<file path="config.mk">
export PLATFORM = sky130hd
export DESIGN_NAME = clkctrl_phi2_gen
export DESIGN_NICKNAME = d
export VERILOG_FILES = /design/src/rtl/clkctrl_pkg.sv /design/src/rtl/clkctrl_sync_bit.sv /design/src/rtl/clkctrl_phi2_gen.sv
export SDC_FILE = /design/constraint.sdc
export NUM_CORES = 1
export LEC_CHECK = 0
export CAP_MARGIN = 20
export CORE_UTILIZATION = 45
export CTS_CLUSTER_DIAMETER = 100
export DETAILED_ROUTE_END_ITERATION = 7
export PLACE_DENSITY = 0.72
export SETUP_SLACK_MARGIN = 0.3
export SYNTH_ARGS = -nofsm -noshare
export SYNTH_HDL_FRONTEND = slang
export SYNTH_SLANG_ARGS = --single-unit
</file>
<file path="constraint.sdc">
create_clock -name hsclk_in -period 3.55 [get_ports hsclk_in]
set_input_delay 0.71 -clock hsclk_in [delete_from_list [all_inputs] [get_ports hsclk_in]]
set_output_delay 0.71 -clock hsclk_in [all_outputs]
set_load 0.01 [all_outputs]
</file>
<file path="src/rtl/clkctrl_pkg.sv">
// Shared types and helpers for the single-clock PHI2 generator.
package clkctrl_pkg;

  typedef enum logic [1:0] {
    LS_RUN   = 2'd0,
    HS_RUN   = 2'd1,
    HS_TO_LS = 2'd2
  } clk_state_e;

  localparam int SYNC_STAGES_MIN = 2;
  localparam int SYNC_STAGES_MAX = 4;

  // Half-period counter reload: the phase lasts (reload + 1) = 2^sel cycles.
  function automatic int unsigned half_reload(input int unsigned sel);
    return (32'd1 << sel) - 32'd1;
  endfunction

endpackage

</file>
<file path="src/rtl/clkctrl_sync_bit.sv">
// Multi-flop synchroniser for a single asynchronous bit, cleared to 0 on reset.
module clkctrl_sync_bit
  import clkctrl_pkg::*;
#(
  parameter int STAGES = 2
) (
  input  logic clk,
  input  logic rst_b,
  input  logic d,
  output logic q
);

  logic [STAGES-1:0] sync_q;
  logic [STAGES-1:0] sync_d;

  generate
    if (STAGES < SYNC_STAGES_MIN || STAGES > SYNC_STAGES_MAX) begin : g_bad_stages
      $error("clkctrl_sync_bit: STAGES out of range");
    end
  endgenerate

  always_comb begin
    sync_d = {sync_q[STAGES-2:0], d};
  end

  always_ff @(posedge clk) begin
    if (!rst_b) begin
      sync_q <= '0;
    end else begin
      sync_q <= sync_d;
    end
  end

  assign q = sync_q[STAGES-1];

endmodule

</file>
<file path="src/rtl/clkctrl_phi2_gen.sv">
// PHI2 generator on the fast clock, switching glitch-free between divided fast and synchronised slow clocks.
// Optional high-phase stretching is built when CLKCTRL_STRETCH_EN is defined.
module clkctrl_phi2_gen
  import clkctrl_pkg::*;
#(
  parameter int DIV_SEL_W   = 2,
  parameter int SYNC_STAGES = 2
) (
  input  logic                 hsclk_in,
  input  logic                 rst_b,
  input  logic                 lsclk_in,
  input  logic                 hsclk_sel,
  input  logic [DIV_SEL_W-1:0] div_sel,
  input  logic                 stretch_req,
  output logic                 phi2_q,
  output logic                 cycle_end_stb,
  output logic                 hsclk_selected,
  output logic                 lsclk_selected,
  output logic [DIV_SEL_W-1:0] div_active
);

  localparam int CNT_W = (1 << DIV_SEL_W) - 1;

  clk_state_e           state_q, state_d;
  logic                 phi2_d;
  logic                 cycle_end_stb_q, cycle_end_stb_d;
  logic [DIV_SEL_W-1:0] div_active_q, div_active_d;
  logic [CNT_W-1:0]     cnt_q, cnt_d;
  logic                 ls_s_prev_q;
  logic                 ls_s;
  logic                 ls_fall;
  logic                 stretch_hold;
  logic                 hs_fall;

  function automatic logic [CNT_W-1:0] reload_of(input logic [DIV_SEL_W-1:0] sel);
    return CNT_W'(half_reload(int'(sel)));
  endfunction

  clkctrl_sync_bit #(
    .STAGES(SYNC_STAGES)
  ) u_ls_sync (
    .clk  (hsclk_in),
    .rst_b(rst_b),
    .d    (lsclk_in),
    .q    (ls_s)
  );

  assign ls_fall = ls_s_prev_q & ~ls_s;

`ifdef CLKCTRL_STRETCH_EN
  assign stretch_hold = stretch_req & phi2_q & (cnt_q == '0);
`else
  assign stretch_hold = 1'b0 & stretch_req;
`endif

  // The only place a fast-mode cycle ends; ratio and mode changes are taken here.
  assign hs_fall = (state_q == HS_RUN) & phi2_q & (cnt_q == '0) & ~stretch_hold;

  always_ff @(posedge hsclk_in) begin
    if (!rst_b) begin
      state_q         <= LS_RUN;
      phi2_q          <= 1'b0;
      cycle_end_stb_q <= 1'b0;
      div_active_q    <= '0;
      cnt_q           <= '0;
      ls_s_prev_q     <= 1'b0;
    end else begin
      state_q         <= state_d;
      phi2_q          <= phi2_d;
      cycle_end_stb_q <= cycle_end_stb_d;
      div_active_q    <= div_active_d;
      cnt_q           <= cnt_d;
      ls_s_prev_q     <= ls_s;
    end
  end

  always_comb begin
    state_d = state_q;
    unique case (state_q)
      LS_RUN:   if (ls_fall && hsclk_sel) state_d = HS_RUN;
      HS_RUN:   if (hs_fall && !hsclk_sel) state_d = HS_TO_LS;
      HS_TO_LS: begin
        if (hsclk_sel) begin
          state_d = HS_RUN;
        end else if (ls_fall) begin
          state_d = LS_RUN;
        end
      end
      default:  state_d = LS_RUN;
    endcase
  end

  always_comb begin
    phi2_d          = phi2_q;
    cycle_end_stb_d = 1'b0;
    div_active_d    = div_active_q;
    cnt_d           = cnt_q;
    unique case (state_q)
      LS_RUN: begin
        phi2_d          = ls_s;
        cycle_end_stb_d = ls_fall;
        if (ls_fall && hsclk_sel) begin
          phi2_d       = 1'b0;
          div_active_d = div_sel;
          cnt_d        = reload_of(div_sel);
        end
      end
      HS_RUN: begin
        if (cnt_q != '0) begin
          cnt_d = cnt_q - 1'b1;
        end else if (hs_fall) begin
          phi2_d          = 1'b0;
          cycle_end_stb_d = 1'b1;
          div_active_d    = div_sel;
          cnt_d           = reload_of(div_sel);
        end else if (!phi2_q) begin
          phi2_d = 1'b1;
          cnt_d  = reload_of(div_active_q);
        end
      end
      HS_TO_LS: begin
        phi2_d = 1'b0;
        if (hsclk_sel) begin
          div_active_d = div_sel;
          cnt_d        = reload_of(div_sel);
        end
      end
      default: phi2_d = 1'b0;
    endcase
  end

  always_comb begin
    hsclk_selected = (state_q == HS_RUN);
    lsclk_selected = (state_q == LS_RUN);
    cycle_end_stb  = cycle_end_stb_q;
    div_active     = div_active_q;
  end

endmodule

</file>
==> results by group <==
Timing
  • RSZ-0062 raised after global routing: false
  • Min Tclk post-route: 2300 ps
  • Final hold vios: 0
  • Setup TNS: 0 ps
  • Slew HR: 73.1%
  • Share of the cycle needed by the critical path after routing: 64.8%
  • Clock Skew: 8.70 ps
  • Slew Viols, Final: 0
  • Final worst slack: 1250 ps
  • FMAX: 0.435 GHz
  • Worst slew pin tran: 404 ps
  • # setup viols final: 0

Critical path
  • Critical Path RT: 2840 ps
  • Critical Path Source: state_q[0]$_SDFFE_PN0P_
  • Critical path class: reg2out
  • CP arrival: 1590 ps
  • Reg2Reg Launch Point: cnt_q[0]$_SDFFE_PN0P_
  • R2R setup slack: 1850 ps
  • Critical path endpoint category: output port
  • Worst-case reg-to-reg path depth: 6
  • Worst-path maximum fanout: 9
  • Startpoint Class: flip-flop
  • Crit Reg-Reg Endpoint: cnt_q[0]$_SDFFE_PN0P_

Die
  • Core Area: 1300 µm²
  • IO Pins: 13
  • Die X: 39.5 µm
  • Initial Utilization: 48.7%
  • Die Y: 39.5 µm
  • Die Area: 1560 µm²
  • Rows: 13

Placed design
  • PortBufs: 11
  • Place WS: 1390 ps
  • Gp weighted congestion: 0.836
  • HPWL Detailed: 931 µm

Clocking
  • CTS buffer count: 3
  • H-tree levels: 1
  • Root buf cell: clkbuf_4
  • PostCTS Resize Cnt: 0
  • Clock Pin Slew Worst Setup and Hold Paths: 90 ps
  • Latest clock arrival within the worst-skew pair: 280 ps
  • CTS Buffer Depth: 2
  • CTS tree: yes
  • Clk sinks: 12
  • CTS Hold Bufs: 0
  • Post-CTS setup buffer count: 0

Drt
  • Final ANT Viol Nets: 0
  • Routed wire per std cell: 13.4 µm
  • Drt via density: 5.41
  • Drt first-iter violations: 31
  • Routed WL: 1.37 mm
  • Residual DRC: 0
  • Initial DRT Pass Iterations: 4
  • Via Count: 552

Synthesis
  • Mapped Cells: 74
  • Most numerous cell in the Yosys netlist: dfxtp_1
  • Register area share after synthesis: 37.9%
  • Async set or reset register ratio after synthesis: 0%
  • Synth top cells by count: dfxtp_1, a21oi_1, inv_1, nand2b_1, nor2_1
  • Mapped Avg Cell Area: 8.56 µm²
  • Yosys top cell area share: 37.9%
  • Area leader, netlist: dfxtp_1
  • Most used DFF post-synth: dfxtp_1
  • Synth Warn #: 0
  • Synthesized cell area: 633 µm²
  • Seq cells post-synth: 12
  • Number of synthesized flops with an enable pin: 0
  • Distinct cell type count after synthesis: 30
  • Largest cells by area after synthesis: dfxtp_1, a21oi_1, nand2b_1
  • Synthesized Nets: 83

Run
  • Max Cap Violations: 0

GRT
  • GRT Total Usage: 21.8%
  • Total gr overflow: 0
  • Vias in the first global route: 488
  • Pin count of the biggest net entering global routing: 10
  • Initial antenna violation count: 0
  • First-pass GRT wire length: 2.14 mm

Run status
  • Status: finished, final reports clean

Hold path
  • Worst hold path depth: 1
  • Worst Hold Launch: u_ls_sync.sync_q[0]$_SDFF_PN0_
  • Hold crit path type: reg2reg
  • Hold EP: u_ls_sync.sync_q[1]$_SDFF_PN0_

Power and ir drop
  • PwrDens: 367 nW/µm²
  • Leak pwr: 0.307 nW
  • VDD IR-drop max: 0.217 mV

Final layout
  • Ratio of cells with drive above 1 in the final layout: 10.3%
  • Core Util, Final: 60.2%
  • Layout area overhead: 23.7%
  • # diodes: 0
  • Final nets: 97
## per-layer routing
layer | GRT usage [%] | share of wire [%]
met5 | 0 | 0
met4 | 12.9 | 1.2
met3 | 6.82 | 4.8
met2 | 32.4 | 45
met1 | 26.9 | 48
## worst max-delay path, stage by stage (launching register included)
cell	delay (ps)
dfxtp_1	490
nand2b_1	210
inv_1	90
clkdlybuf4s50_1	530
## how the worst max path moves through the flow
stage,endpoint,depth (start not counted)
3_5_place_dp,cnt_q[0]$_SDFFE_PN0P_,5
3_3_place_gp,cnt_q[0]$_SDFFE_PN0P_,5
2_1_floorplan,cnt_q[0]$_SDFFE_PN0P_,4
4_1_cts,hsclk_selected,3
5_1_grt,hsclk_selected,3
6_report,hsclk_selected,3
## area by class of cell
class,count,area [µm²]
Inverter,6,22.5
Multi-Input combinational cell,54,355
Sequential cell,12,240
Tap cell,15,18.8
Fill cell,133,518
Timing Repair Buffer,11,110
Clock buffer,4,36.3
## placed cells by master, fill, tap and decap left out, types with 2 or more instances in the layout
cell type,count
o22ai_1,2
o21ai_0,3
and3_1,2
nand2_1,3
a31oi_1,2
dfxtp_1,12
ha_1,2
a21oi_1,9
nor2_1,4
nand3b_1,2
clkbuf_4,3
inv_1,6
clkdlybuf4s50_1,11
nand2b_1,6
nor2b_1,2
and2_1,3
## state kept, by name, summed over array words and instances (netlist names)
register,count
phi2_q,1
ls_s_prev_q,1
cycle_end_stb,1
state_q,2
u_ls_sync.sync_q,2
cnt_q,3
div_active,2
## power breakdown
| group | total [mW] | switching [mW] | internal (mW) |
|---|---|---|---|
| Sequential | 0.141 | 0.00349 | 0.138 |
| Combinational | 0.0325 | 0.0160 | 0.0165 |
| Clock | 0.114 | 0.0512 | 0.0625 |
## cells by family (layout without fill, tap and decap cells)
kind of cell | after synthesis | after routing | share of synthesized area (%)
buf+inv | 8 | 21 | 5.93
fa+ha+maj | 2 | 2 | 3.95
xor+xnor | 1 | 1 | 1.38
flops | 12 | 12 | 37.9
compound gates | 21 | 21 | 21.9
simple gates | 30 | 30 | 28.9
## stage by stage
step                      cell area [µm²]  instances  hold WS (ps)  total power [mW]
after floorplan                       633         74           412             0.163
after global placement                747         98           421             0.176
after detailed placement              747         98           422             0.176
after CTS                             783        102           442             0.290
after global routing                  783        102           469             0.302
final                                 783        102           441             0.288
Power figures use the tool's default switching activity.
